File: src/rtl/microgreen_pkg.sv
// Shared constants and types for the microgreen feature front end.
package microgreen_pkg;

    // Default log2 of frames averaged per window.
    localparam int WINDOW_LOG2_DEF = 3;

    // Channel tags carried on sample_chan.
    localparam logic [1:0] CH_R = 2'd0;
    localparam logic [1:0] CH_G = 2'd1;
    localparam logic [1:0] CH_B = 2'd2;
    localparam logic [1:0] CH_H = 2'd3;

    localparam int NUM_CH = 4;

    // Window control states.
    typedef enum logic [1:0] {
        ST_ACCUM = 2'd0,
        ST_AVG   = 2'd1,
        ST_OUT   = 2'd2
    } state_e;

endpackage

File: src/rtl/microgreen_chan_acc.sv
// One channel: running sum over the window, live clip bit, and the
// registered round-half-up average captured when the window closes.
module microgreen_chan_acc
    import microgreen_pkg::*;
#(
    parameter int WINDOW_LOG2 = WINDOW_LOG2_DEF
) (
    input  logic       clk,
    input  logic       rst,
    input  logic       clr_i,   // drop the partial window
    input  logic       load_i,  // start a fresh window with din_i
    input  logic       add_i,   // accumulate din_i
    input  logic       cap_i,   // capture the average into the feature register
    input  logic [7:0] din_i,
    output logic [7:0] feat_o,
    output logic       clip_o
);

    // 255 * 2^W + 2^(W-1) still fits, so rounding never overflows.
    localparam int            AW   = 8 + WINDOW_LOG2;
    localparam logic [AW-1:0] HALF = AW'(1 << (WINDOW_LOG2 - 1));

    logic [AW-1:0] acc_q, acc_d;
    logic          clip_q, clip_d;
    logic [AW-1:0] rnd;
    logic [7:0]    feat_q;
    logic          fclip_q;
    logic          hit;

    assign hit = (din_i == 8'hFF);
    assign rnd = acc_q + HALF;

    // Next value of the running sum and clip bit; load beats clear beats add.
    always_comb begin
        acc_d  = acc_q;
        clip_d = clip_q;
        if (load_i) begin
            acc_d  = AW'(din_i);
            clip_d = hit;
        end else if (clr_i) begin
            acc_d  = '0;
            clip_d = 1'b0;
        end else if (add_i) begin
            acc_d  = acc_q + AW'(din_i);
            clip_d = clip_q | hit;
        end
    end

    // Accumulator and clip state.
    always_ff @(posedge clk) begin
        if (rst) begin
            acc_q  <= '0;
            clip_q <= 1'b0;
        end else begin
            acc_q  <= acc_d;
            clip_q <= clip_d;
        end
    end

    // Feature register: holds the last average until the next capture.
    always_ff @(posedge clk) begin
        if (rst) begin
            feat_q  <= '0;
            fclip_q <= 1'b0;
        end else if (cap_i) begin
            feat_q  <= rnd[AW-1:WINDOW_LOG2];
            fclip_q <= clip_q;
        end
    end

    assign feat_o = feat_q;
    assign clip_o = fclip_q;

endmodule

File: src/rtl/microgreen_feature_frontend.sv
// Sensor front end: collects 2^WINDOW_LOG2 frames of {R,G,B,H} samples,
// averages each channel and hands the vector to the classifier.
module microgreen_feature_frontend
    import microgreen_pkg::*;
#(
    parameter int WINDOW_LOG2 = WINDOW_LOG2_DEF
) (
    input  logic       clk,
    input  logic       rst,
    input  logic [7:0] sample_in,
    input  logic [1:0] sample_chan,
    input  logic       sample_valid,
    output logic       sample_ready,
    output logic [7:0] feat_r,
    output logic [7:0] feat_g,
    output logic [7:0] feat_b,
    output logic [7:0] feat_h,
    output logic [3:0] feat_clip,
    output logic       feat_valid,
    input  logic       feat_ready,
    output logic       seq_err,
    output logic [7:0] win_cnt
);

    localparam logic [WINDOW_LOG2-1:0] LAST_FRAME = {WINDOW_LOG2{1'b1}};

    state_e                 state_q, state_d;
    logic [1:0]             exp_ch_q, exp_ch_d;
    logic [WINDOW_LOG2-1:0] frame_q, frame_d;
    logic                   seq_err_q, seq_err_d;
    logic [7:0]             win_cnt_q, win_cnt_d;

    logic                   accept;
    logic                   in_order;
    logic                   clr_all;
    logic                   restart;
    logic                   cap;
    logic [NUM_CH-1:0]      add_en;
    logic [NUM_CH-1:0]      load_en;
    logic [NUM_CH-1:0][7:0] feat_vec;
    logic [NUM_CH-1:0]      clip_vec;

    assign sample_ready = (state_q == ST_ACCUM);
    assign feat_valid   = (state_q == ST_OUT);
    assign accept       = sample_valid & sample_ready;
    assign in_order     = (sample_chan == exp_ch_q);
    // Only channel R can begin a restarted window.
    assign load_en      = {{(NUM_CH-1){1'b0}}, restart};

    // Window sequencing: next state, counters and per-channel strobes.
    always_comb begin
        state_d   = state_q;
        exp_ch_d  = exp_ch_q;
        frame_d   = frame_q;
        seq_err_d = seq_err_q;
        win_cnt_d = win_cnt_q;
        clr_all   = 1'b0;
        restart   = 1'b0;
        cap       = 1'b0;
        add_en    = '0;
        case (state_q)
            ST_ACCUM: begin
                if (accept) begin
                    if (in_order) begin
                        add_en[sample_chan] = 1'b1;
                        exp_ch_d = exp_ch_q + 2'd1;
                        if (exp_ch_q == CH_H) begin
                            frame_d = frame_q + 1'b1;
                            if (frame_q == LAST_FRAME)
                                state_d = ST_AVG;
                        end
                    end else begin
                        // Out-of-order: drop the window; an R tag starts a new one.
                        seq_err_d = 1'b1;
                        clr_all   = 1'b1;
                        frame_d   = '0;
                        if (sample_chan == CH_R) begin
                            restart  = 1'b1;
                            exp_ch_d = CH_G;
                        end else begin
                            exp_ch_d = CH_R;
                        end
                    end
                end
            end
            ST_AVG: begin
                cap     = 1'b1;
                state_d = ST_OUT;
            end
            ST_OUT: begin
                if (feat_ready) begin
                    clr_all   = 1'b1;
                    exp_ch_d  = CH_R;
                    frame_d   = '0;
                    win_cnt_d = win_cnt_q + 8'd1;
                    state_d   = ST_ACCUM;
                end
            end
            default: state_d = ST_ACCUM;
        endcase
    end

    // Control state registers.
    always_ff @(posedge clk) begin
        if (rst) begin
            state_q   <= ST_ACCUM;
            exp_ch_q  <= CH_R;
            frame_q   <= '0;
            seq_err_q <= 1'b0;
            win_cnt_q <= '0;
        end else begin
            state_q   <= state_d;
            exp_ch_q  <= exp_ch_d;
            frame_q   <= frame_d;
            seq_err_q <= seq_err_d;
            win_cnt_q <= win_cnt_d;
        end
    end

    for (genvar c = 0; c < NUM_CH; c++) begin : g_ch
        microgreen_chan_acc #(
            .WINDOW_LOG2(WINDOW_LOG2)
        ) u_acc (
            .clk    (clk),
            .rst    (rst),
            .clr_i  (clr_all),
            .load_i (load_en[c]),
            .add_i  (add_en[c]),
            .cap_i  (cap),
            .din_i  (sample_in),
            .feat_o (feat_vec[c]),
            .clip_o (clip_vec[c])
        );
    end

    assign feat_r    = feat_vec[0];
    assign feat_g    = feat_vec[1];
    assign feat_b    = feat_vec[2];
    assign feat_h    = feat_vec[3];
    assign feat_clip = clip_vec;
    assign seq_err   = seq_err_q;
    assign win_cnt   = win_cnt_q;

endmodule

File: config.mk
export PLATFORM = sky130hd
export DESIGN_NAME = microgreen_feature_frontend
export DESIGN_NICKNAME = d
export VERILOG_FILES = /design/src/rtl/microgreen_pkg.sv /design/src/rtl/microgreen_chan_acc.sv /design/src/rtl/microgreen_feature_frontend.sv
export SDC_FILE = /design/constraint.sdc
export NUM_CORES = 1
export LEC_CHECK = 0
export BUFFER_PORTS_ARGS = -buffer_cell sky130_fd_sc_hd__buf_2
export CAP_MARGIN = 40
export CORE_AREA = 4 4 125 127
export CTS_CLUSTER_DIAMETER = 80
export DETAILED_ROUTE_END_ITERATION = 8
export DIE_AREA = 0 0 129 131
export PLACE_DENSITY_LB_ADDON = 0.12
export SETUP_SLACK_MARGIN = 0.3
export SLEW_MARGIN = 25
export SYNTH_ARGS = -nofsm -noshare
export SYNTH_HDL_FRONTEND = slang
export SYNTH_SLANG_ARGS = --single-unit
File: constraint.sdc
create_clock -name clk -period 3.56 [get_ports clk]
set_clock_uncertainty 0.15 [all_clocks]
set_input_delay 0 -clock clk [delete_from_list [all_inputs] [get_ports clk]]
set_output_delay 0 -clock clk [all_outputs]
set_load 0.005 [all_outputs]
==> metrics <==
CTS Buffer Depth 2; synth top area cells dfxtp_1, ha_1, a211oi_1; # DRC 0; most common cell in the netlist dfxtp_1; highest metal used met4; Worst EP arrival 2.79 ns; maximum vdd drop 0.000220 V; worst min-delay path class input port to flip-flop; Avg WL per Cell 15.8 um; Total Power 2440 uW; Ys Warns 0; setup bufs post-CTS 0; Finished Layout Cells 936; Die X 129 um; fin. max-slew vios 0; Placed Instances 908; Gate power share 0.092; Max-cap violations 0; layout cells sized above 1 0.129; period utilization 0.754; post-DP HPWL 11000 um; crit path time final 2.68 ns; setup violators final 0; met3 wire len 648 um; Mapped Cells 688; drt via density 5.44; CTS Root Cell clkbuf_16; CTS clock-pin slew for the worst setup and hold paths 0.07 ns; Commonest cells post-synth dfxtp_1, nor2_1, nand2_1; Slew @ Worst Pin 0.710 ns; worst skew pair latency 0.36 ns; prevailing post-synth register cell dfxtp_1; Initial DRC Count 231; sequential power share 0.468; syn nets 746; die area 16900 um^2; Post-Syn Area 5740 um^2; Hold Vio Cnt, Final 0; Crit path required time 3.67 ns; initial core utilization 0.398; Startpoint Class flip-flop; power per cell area 368 nW/um^2; P_int 1850 uW; GRT Residual Overflow 0; CP Capture Type flip-flop; Seq/Total Area, Yosys 0.349; core area 14400 um^2; Sum Neg Setup Slack 0 ns; TritonCTS clock tree yes; Rows 44; Inserted Clock Buffers 9; status complete, no violations; Clock Sinks 100; vias in the first global route 4972; sw power 589 uW; leading area contributor after synthesis dfxtp_1; Worst Path Max Fanout 11; Unique masters post-synth 63; cell breakdown of the critical path or4b_4, a211oi_4, nand2_1, dlygate4sd3_1, a211oi_1; Total GRT Usage 0.183; first-pass GRT wire length 24600 um; Sw Share 0.241; Yosys top cell area share 0.349; syn_area_per_cell 8.34 um^2; via count 5095; diode count 0; post_cts resized 0; Slew headroom 0.526; Die Y 131 um; DRT met1 WL 6910 um; clock share of power 0.440; LEAKAGE 0.00256 uW; Hold Buf Count CTS 13; fmax 373 MHz; unrepaired setup endpoints after global routing no; port bufs 60; GP Congestion 0.909; Antenna Violating Nets Remaining 0; largest net degree at the start of global routing 34; critical path class flip-flop to flip-flop; drt pass-1 iters 5; final WL 14800 um; initial antenna violation count 0; met2 WL 6750 um; nets 806; Seq cells post-synth 100; EDFF count, synth 0; ys async rst share 0; H-tree Lvls 3; largest stage delay on the critical path 0.63 ns; # IOs 61; CP max-delay cell or4b_4; Layout area overhead 15.7%
power groups by stage:
stage | Clock (uW) | Sequential (uW) | Combinational (uW)
final | 1070 | 1140 | 224
after global routing | 1150 | 1140 | 252
after CTS | 1110 | 1140 | 224
after detailed placement | 0 | 1170 | 213
after global placement | 0 | 1170 | 207
after floorplan | 0 | 1160 | 147
final timing paths:
kind,start,endpoint,slack (ns),depth (start not counted)
setup / recovery,state_q[1]$_SDFFE_PP0P_,g_ch[0].u_acc.acc_q[4]$_SDFFE_PP0P_,0.88,5
hold / removal,sample_valid,state_q[0]$_SDFFE_PP0P_,0.03,3
setup reg to reg,state_q[1]$_SDFFE_PP0P_,g_ch[0].u_acc.acc_q[4]$_SDFFE_PP0P_,0.88,5
hold reg to reg,g_ch[0].u_acc.feat_o[0]$_SDFFE_PP0N_,g_ch[0].u_acc.feat_o[0]$_SDFFE_PP0N_,0.30,2
sequential cells by signal, indices dropped and copies added (netlist names):
| name | cells |
|---|---|
| g_ch.u_acc.acc_q | 44 |
| win_cnt | 8 |
| g_ch.u_acc.clip_q | 4 |
| seq_err | 1 |
| g_ch.u_acc.clip_o | 4 |
| g_ch.u_acc.feat_o | 32 |
| state_q | 2 |
| frame_q | 3 |
| exp_ch_q | 2 |
cells by family (layout without fill, tap and decap cells):
kind of cell | after synthesis | count (layout) | synth area share
multiplexers | 6 | 6 | 0.0105
AND/OR/NAND/NOR | 271 | 271 | 0.230
flip-flops | 100 | 100 | 0.349
buffers and inverters | 47 | 111 | 0.0388
adder cells (fa/ha/maj) | 44 | 44 | 0.101
AO/OA/AOI/OAI | 173 | 173 | 0.199
XOR/XNOR | 47 | 47 | 0.0717
cell type report:
type	instances	area (um^2)
Clock inverter	5	86.3
Clock buffer	10	239
Tap cell	184	230
Timing Repair Buffer	84	513
Multi-Input combinational cell	541	3520
Sequential cell	100	2000
Inverter	12	45.0
Fill cell	1466	7790
routing by layer:
| layer | track usage | up-vias |
|---|---|---|
| met5 | 0 | - |
| met4 | 0.0865 | 0 |
| met3 | 0.0402 | 32 |
| met2 | 0.295 | 93 |
| met1 | 0.233 | 2374 |
| li1 | - | 2596 |
stage by stage:
stage          utilization  hold WS, ns  cell area, um^2  setup slack (ns)
2_1_floorplan            -     -0.00895             5740              1.39
3_3_place_gp         0.429        0.153             6180              1.11
3_5_place_dp         0.429        0.156             6180              1.05
4_1_cts              0.460       0.0154             6640             0.909
5_1_grt              0.460       0.0349             6640             0.770
6_report             0.460       0.0280             6640             0.876
critical path: cells and delay by family (launching register included):
kind	cells	cell delay [ns]
buffers and inverters	1	0.57
flip-flops	1	0.42
AND/OR/NAND/NOR	2	0.73
AO/OA/AOI/OAI	2	0.71
cell usage in the layout (no fill, tap or decap), types with 8 or more instances in the layout:
cell | Yosys | layout
a211oi_1 | 44 | 44
a21o_1 | 9 | 9
a21oi_1 | 52 | 52
and3_1 | 8 | 8
buf_2 | 4 | 60
buf_4 | 5 | 11
clkbuf_16 | 0 | 9
dfxtp_1 | 100 | 100
dlygate4sd3_1 | 0 | 13
ha_1 | 40 | 40
inv_1 | 12 | 12
nand2_1 | 70 | 70
nand2b_1 | 9 | 9
nand3_1 | 33 | 33
nand4_1 | 8 | 8
nor2_1 | 85 | 85
nor3_1 | 8 | 8
o21ai_0 | 26 | 26
or3_1 | 13 | 13
xnor2_1 | 25 | 25
xor2_1 | 22 | 22
Power figures use the tool's default switching activity.
